`src/rtl/iq_issue_ctrl.sv`:
```
// Issue-queue control: allocates dispatched instructions into free entries, tracks relative
// age of entries, and issues the oldest operand-ready entry through a one-deep output register.
module iq_issue_ctrl #(
    parameter int IQ_SIZE = 4,
    parameter int WORD_W  = 32,
    parameter int IDX_W   = $clog2(IQ_SIZE)
) (
    input  logic                             clk,
    input  logic                             rst,
    input  logic                             flush,
    input  logic                             enq_valid_i,
    output logic                             enq_ready_o,
    input  logic [WORD_W-1:0]                enq_static_i,
    input  logic [IQ_SIZE-1:0]               entry_valid_i,
    input  logic [IQ_SIZE-1:0]               entry_ready_i,
    input  logic [IQ_SIZE-1:0][WORD_W-1:0]   entry_static_i,
    output logic [IQ_SIZE-1:0]               update_o,
    output logic [WORD_W-1:0]                static_o,
    output logic [IQ_SIZE-1:0]               sel_o,
    output logic                             issue_valid_o,
    input  logic                             issue_ready_i,
    output logic [WORD_W-1:0]                issue_static_o,
    output logic [IDX_W-1:0]                 issue_idx_o
);

    // Isolates the lowest set bit; also guarantees one-hot even if ages were ever inconsistent.
    function automatic logic [IQ_SIZE-1:0] lowest_one(input logic [IQ_SIZE-1:0] v);
        return v & (~v + {{(IQ_SIZE-1){1'b0}}, 1'b1});
    endfunction

    logic [IQ_SIZE-1:0]              free_s;
    logic                            alloc_s;
    logic [IQ_SIZE-1:0]              cand_s;
    logic [IQ_SIZE-1:0]              oldest_s;
    logic [IQ_SIZE-1:0]              sel_oh_s;
    logic [IDX_W-1:0]                sel_idx_s;
    logic [WORD_W-1:0]               sel_data_s;
    logic                            can_issue_s;
    logic [IQ_SIZE-1:0][IQ_SIZE-1:0] age_r;

    assign free_s      = ~entry_valid_i;
    assign enq_ready_o = (|free_s) & ~flush & ~rst;
    assign alloc_s     = enq_valid_i & enq_ready_o;
    assign static_o    = enq_static_i;
    assign cand_s      = entry_valid_i & entry_ready_i;
    assign can_issue_s = ~issue_valid_o | issue_ready_i;

    // Allocation strobe: lowest-index free entry only.
    always_comb begin
        update_o = '0;
        if (alloc_s) begin
            update_o = lowest_one(free_s);
        end else begin
            update_o = '0;
        end
    end

    // Oldest-candidate search: entry i wins if it is older than every other candidate.
    always_comb begin
        oldest_s = '0;
        for (int i = 0; i < IQ_SIZE; i++) begin
            oldest_s[i] = cand_s[i];
            for (int j = 0; j < IQ_SIZE; j++) begin
                oldest_s[i] = oldest_s[i] & ((i == j) | ~cand_s[j] | age_r[i][j]);
            end
        end
        sel_oh_s = lowest_one(oldest_s);
    end

    // One-hot to index and payload mux for the selected entry.
    always_comb begin
        sel_idx_s  = '0;
        sel_data_s = '0;
        for (int i = 0; i < IQ_SIZE; i++) begin
            sel_idx_s  = sel_idx_s  | ({IDX_W{sel_oh_s[i]}} & IDX_W'(i));
            sel_data_s = sel_data_s | ({WORD_W{sel_oh_s[i]}} & entry_static_i[i]);
        end
    end

    // Select strobe: flush clears every valid entry; a stall suppresses issue selection.
    always_comb begin
        sel_o = '0;
        if (rst) begin
            sel_o = '0;
        end else if (flush) begin
            sel_o = entry_valid_i;
        end else if (can_issue_s) begin
            sel_o = sel_oh_s;
        end else begin
            sel_o = '0;
        end
    end

    // Age matrix: a newly allocated entry is younger than everyone else.
    always_ff @(posedge clk) begin
        if (rst) begin
            age_r <= '0;
        end else begin
            for (int k = 0; k < IQ_SIZE; k++) begin
                if (update_o[k]) begin
                    age_r[k] <= '0;
                    for (int i = 0; i < IQ_SIZE; i++) begin
                        if (i != k) begin
                            age_r[i][k] <= 1'b1;
                        end
                    end
                end
            end
        end
    end

    // Issue output register: loads when empty or draining, holds on stall.
    always_ff @(posedge clk) begin
        if (rst) begin
            issue_valid_o  <= 1'b0;
            issue_static_o <= '0;
            issue_idx_o    <= '0;
        end else if (flush) begin
            issue_valid_o  <= 1'b0;
        end else if (can_issue_s) begin
            issue_valid_o  <= |cand_s;
            if (|cand_s) begin
                issue_static_o <= sel_data_s;
                issue_idx_o    <= sel_idx_s;
            end
        end
    end

endmodule

```
`config.mk`:
```
export PLATFORM = sky130hd
export DESIGN_NAME = iq_issue_ctrl
export DESIGN_NICKNAME = d
export VERILOG_FILES = /design/src/rtl/iq_issue_ctrl.sv
export SDC_FILE = /design/constraint.sdc
export NUM_CORES = 1
export LEC_CHECK = 0
export BUFFER_PORTS_ARGS = -buffer_cell sky130_fd_sc_hd__buf_2
export CORE_AREA = 2 2 95 97
export DETAILED_ROUTE_END_ITERATION = 10
export DIE_AREA = 0 0 97 99
export PLACE_DENSITY = 0.76
export SETUP_SLACK_MARGIN = 0.5
export SLEW_MARGIN = 25
export SYNTH_ARGS = -nofsm -noshare
export SYNTH_HDL_FRONTEND = slang
export SYNTH_SLANG_ARGS = --single-unit
```
`constraint.sdc`:
```
create_clock -name clk -period 2.7 [get_ports clk]
set_clock_uncertainty 0.15 [all_clocks]
set_input_delay 0.54 -clock clk [delete_from_list [all_inputs] [get_ports clk]]
set_output_delay 0.54 -clock clk [all_outputs]
set_load 0.01 [all_outputs]
```
==> results by group <==
Floorplanning
  – Die area: 9600 µm²
  – Die outline width: 97 µm
  – # IOs: 249
  – Initial Utilization: 0.333
  – Rows: 34
  – Die extent in y: 99 µm
  – Core area: 8550 µm²

Worst setup path
  – Worst setup SP type: input pin
  – Worst path cell trace: buf_2, nand2_1, a2111oi_4, and3_1, nand2_1, a21oi_2, buf_2
  – CP required: 2.01 ns
  – Slowest CP cell: a2111oi_4
  – Delay of the slowest critical-path stage: 0.42 ns
  – Worst setup EP type: output pin
  – Crit Path Class: in2out
  – Crit path max fanout: 4
  – Arr. time, crit path: 1.81 ns

Finish
  – Share of cells above drive strength 1: 0.484
  – Commonest non-fill, non-tap cell in the layout: buf_2
  – Most frequent cells in the layout: buf_2 (180), dfxtp_1 (46), nand2_1 (39), buf_4 (35), nand3_1 (34)
  – # diodes: 0
  – Area Overhead vs Synth: 40.9%
  – Fill cells: 830
  – Final #Nets: 688

Power and ir drop
  – Sequential power share: 0.479
  – Sw Share: 0.292
  – Combinational power share: 0.250
  – Internal power: 1.09 mW
  – Pwr Density: 383 nW/µm²
  – Worst vdd ir: 0.000174 V
  – Switching power: 448 µW
  – Static leakage: 1.84 nW
  – Clock Power Share: 0.271

Clock network
  – CTS Root Cell: clkbuf_8
  – Clk Latency, worst-skew pair: 0.30 ns
  – CTS tree: yes
  – Clock transition at path regs: 0.09 ns
  – Clock Sinks: 47
  – Bufs on Longest Clock Path: 2
  – Cts bufs inserted: 5
  – H-tree levels: 2

Synth
  – YS warnings: 0
  – Synthesized area: 2850 µm²
  – Distinct cells, synth: 36
  – Syn Area/Cell: 8.16 µm²
  – Post-synth ARST share: 0
  – Seq/Total Area, Yosys: 0.330
  – Post-synthesis cell count: 349
  – Flops & latches, synth: 47
  – Post-synth EDFFs: 0
  – Syn nets: 522
  – Synth Flop Type: dfxtp_1

GRT
  – Initial antenna violation count: 0
  – Vias in the first global route: 3283
  – First-pass GRT wire length: 15.8 mm
  – GR Util All Layers: 0.199
  – Gr ovfl total: 0
  – Largest net degree at the start of global routing: 37

STA
  – Slew Limit Fails: 0
  – Slew @ Worst Pin: 0.386 ns
  – Final WS setup: 0.203 ns
  – Final setup fails: 0
  – Upper clock frequency limit: 0.400 GHz
  – Final Hold Fails: 0
  – Minimum clock period: 2.50 ns
  – Max-slew headroom: 0.743
  – RSZ-0062 raised after global routing: yes
  – Smallest hold slack: 0.310 ns
  – Sum Neg Setup Slack: 0 ns
  – Tcrit/Tclk final: 0.925

Detailed routing
  – Router iterations before antenna repair: 4
  – Via count: 3485
  – Final ANT Viol Nets: 0
  – Drt total wl: 10.8 mm
  – Avg WL per Cell: 17.2 µm
  – Via-to-Cell Ratio: 5.58
  – DRC Markers: 0
  – Initial DRC Count: 169

Flow run
  – Max-Cap Viols: 0

Place
  – I/O Buffers: 184
  – GPL Wtd Cong: 0.916
  – Detailed placer's ending HPWL: 7.55 mm
  – Place WS: 0.0742 ns

Min path
  – Hold Crit Class: in2reg

Run status
  – Status: completed
repair_timing:
item                       4_1_cts  5_1_grt
gates cloned                     0        2
setup buffers                   10        7
resized for setup               13       12
hold buffers                     0        0
pin swaps                       11        4
setup endpoints to repair        7       39
sequential cells by signal, summed over array words and instances, names as in the netlist:
signal          count
issue_static_o     32
age_r              12
issue_idx_o         2
issue_valid_o       1
critical path: cells and delay by family:
| family | cells | cell delay, ns |
|---|---|---|
| compound gates | 2 | 0.55 |
| simple gates | 3 | 0.45 |
| buf+inv | 2 | 0.27 |
cells by family after synthesis:
family                 share of synthesized area
DFF                                        0.330
buffers and inverters                      0.140
AOI/OAI and AO/OA                          0.255
and+or+nand+nor                            0.275
per-stage QoR:
stage	instances	util	area [µm²]	power, mW
2_1_floorplan	349	-	2880	0.967
3_3_place_gp	597	0.431	3680	1.10
3_5_place_dp	597	0.431	3680	1.10
4_1_cts	615	0.454	3880	1.55
5_1_grt	624	0.470	4020	1.63
6_report	624	0.470	4020	1.54
cells in the mapped netlist (2+ instances only):
cell type | count | area, µm²
nand2_1 | 41 | 154
dfxtp_1 | 47 | 941
nand3_1 | 34 | 170
clkbuf_1 | 24 | 90.1
inv_1 | 2 | 7.51
a31oi_1 | 32 | 200
nor2_1 | 14 | 52.6
o21ai_0 | 2 | 10.0
o21a_1 | 8 | 60.1
a22oi_1 | 3 | 22.5
a221o_1 | 32 | 320
a21o_1 | 5 | 37.5
buf_6 | 3 | 33.8
nand4_1 | 32 | 200
nor2b_1 | 2 | 12.5
nand3b_1 | 8 | 60.1
and3b_1 | 2 | 17.5
buf_2 | 3 | 15.0
nor3_1 | 4 | 20.0
buf_1 | 3 | 11.3
nand4b_1 | 2 | 17.5
buf_4 | 32 | 240
final timing paths:
path	start	slack (ns)	depth (start not counted)	to
worst min-delay path	entry_static_i[105]	0.31	2	issue_static_o[9]
worst min register to register	age_r[8]	0.32	1	age_r[8]
worst max register to register	age_r[1]	0.39	8	issue_static_o[0]
worst max-delay path	entry_ready_i[2]	0.20	7	sel_o[2]
power by group through the flow:
stage	Combinational [mW]	Sequential, mW	Clock [mW]
6_report	0.385	0.737	0.416
4_1_cts	0.366	0.736	0.442
3_5_place_dp	0.351	0.752	0
2_1_floorplan	0.204	0.762	0
5_1_grt	0.417	0.740	0.473
3_3_place_gp	0.345	0.751	0
cell type report:
cell class                 count  area, µm²  share of cell area
clock buffer                   6       72.6              0.0181
clock inverter                 2       12.5             0.00312
inverter                       2       7.51             0.00187
multi-input combinational    235       1550               0.387
sequential                    47        942               0.235
tap                          108        135              0.0337
timing repair buffer         224       1290               0.322
routing by layer:
metal	GRT usage	vias up	routed length, µm	share of wire
met4	0.0693	0	212	0.020
li1	-	1646	-	-
met5	0	-	0	0
met3	0.0433	28	822	0.076
met2	0.345	200	5360	0.50
met1	0.245	1611	4370	0.41
(Power assumes the default switching activity.)
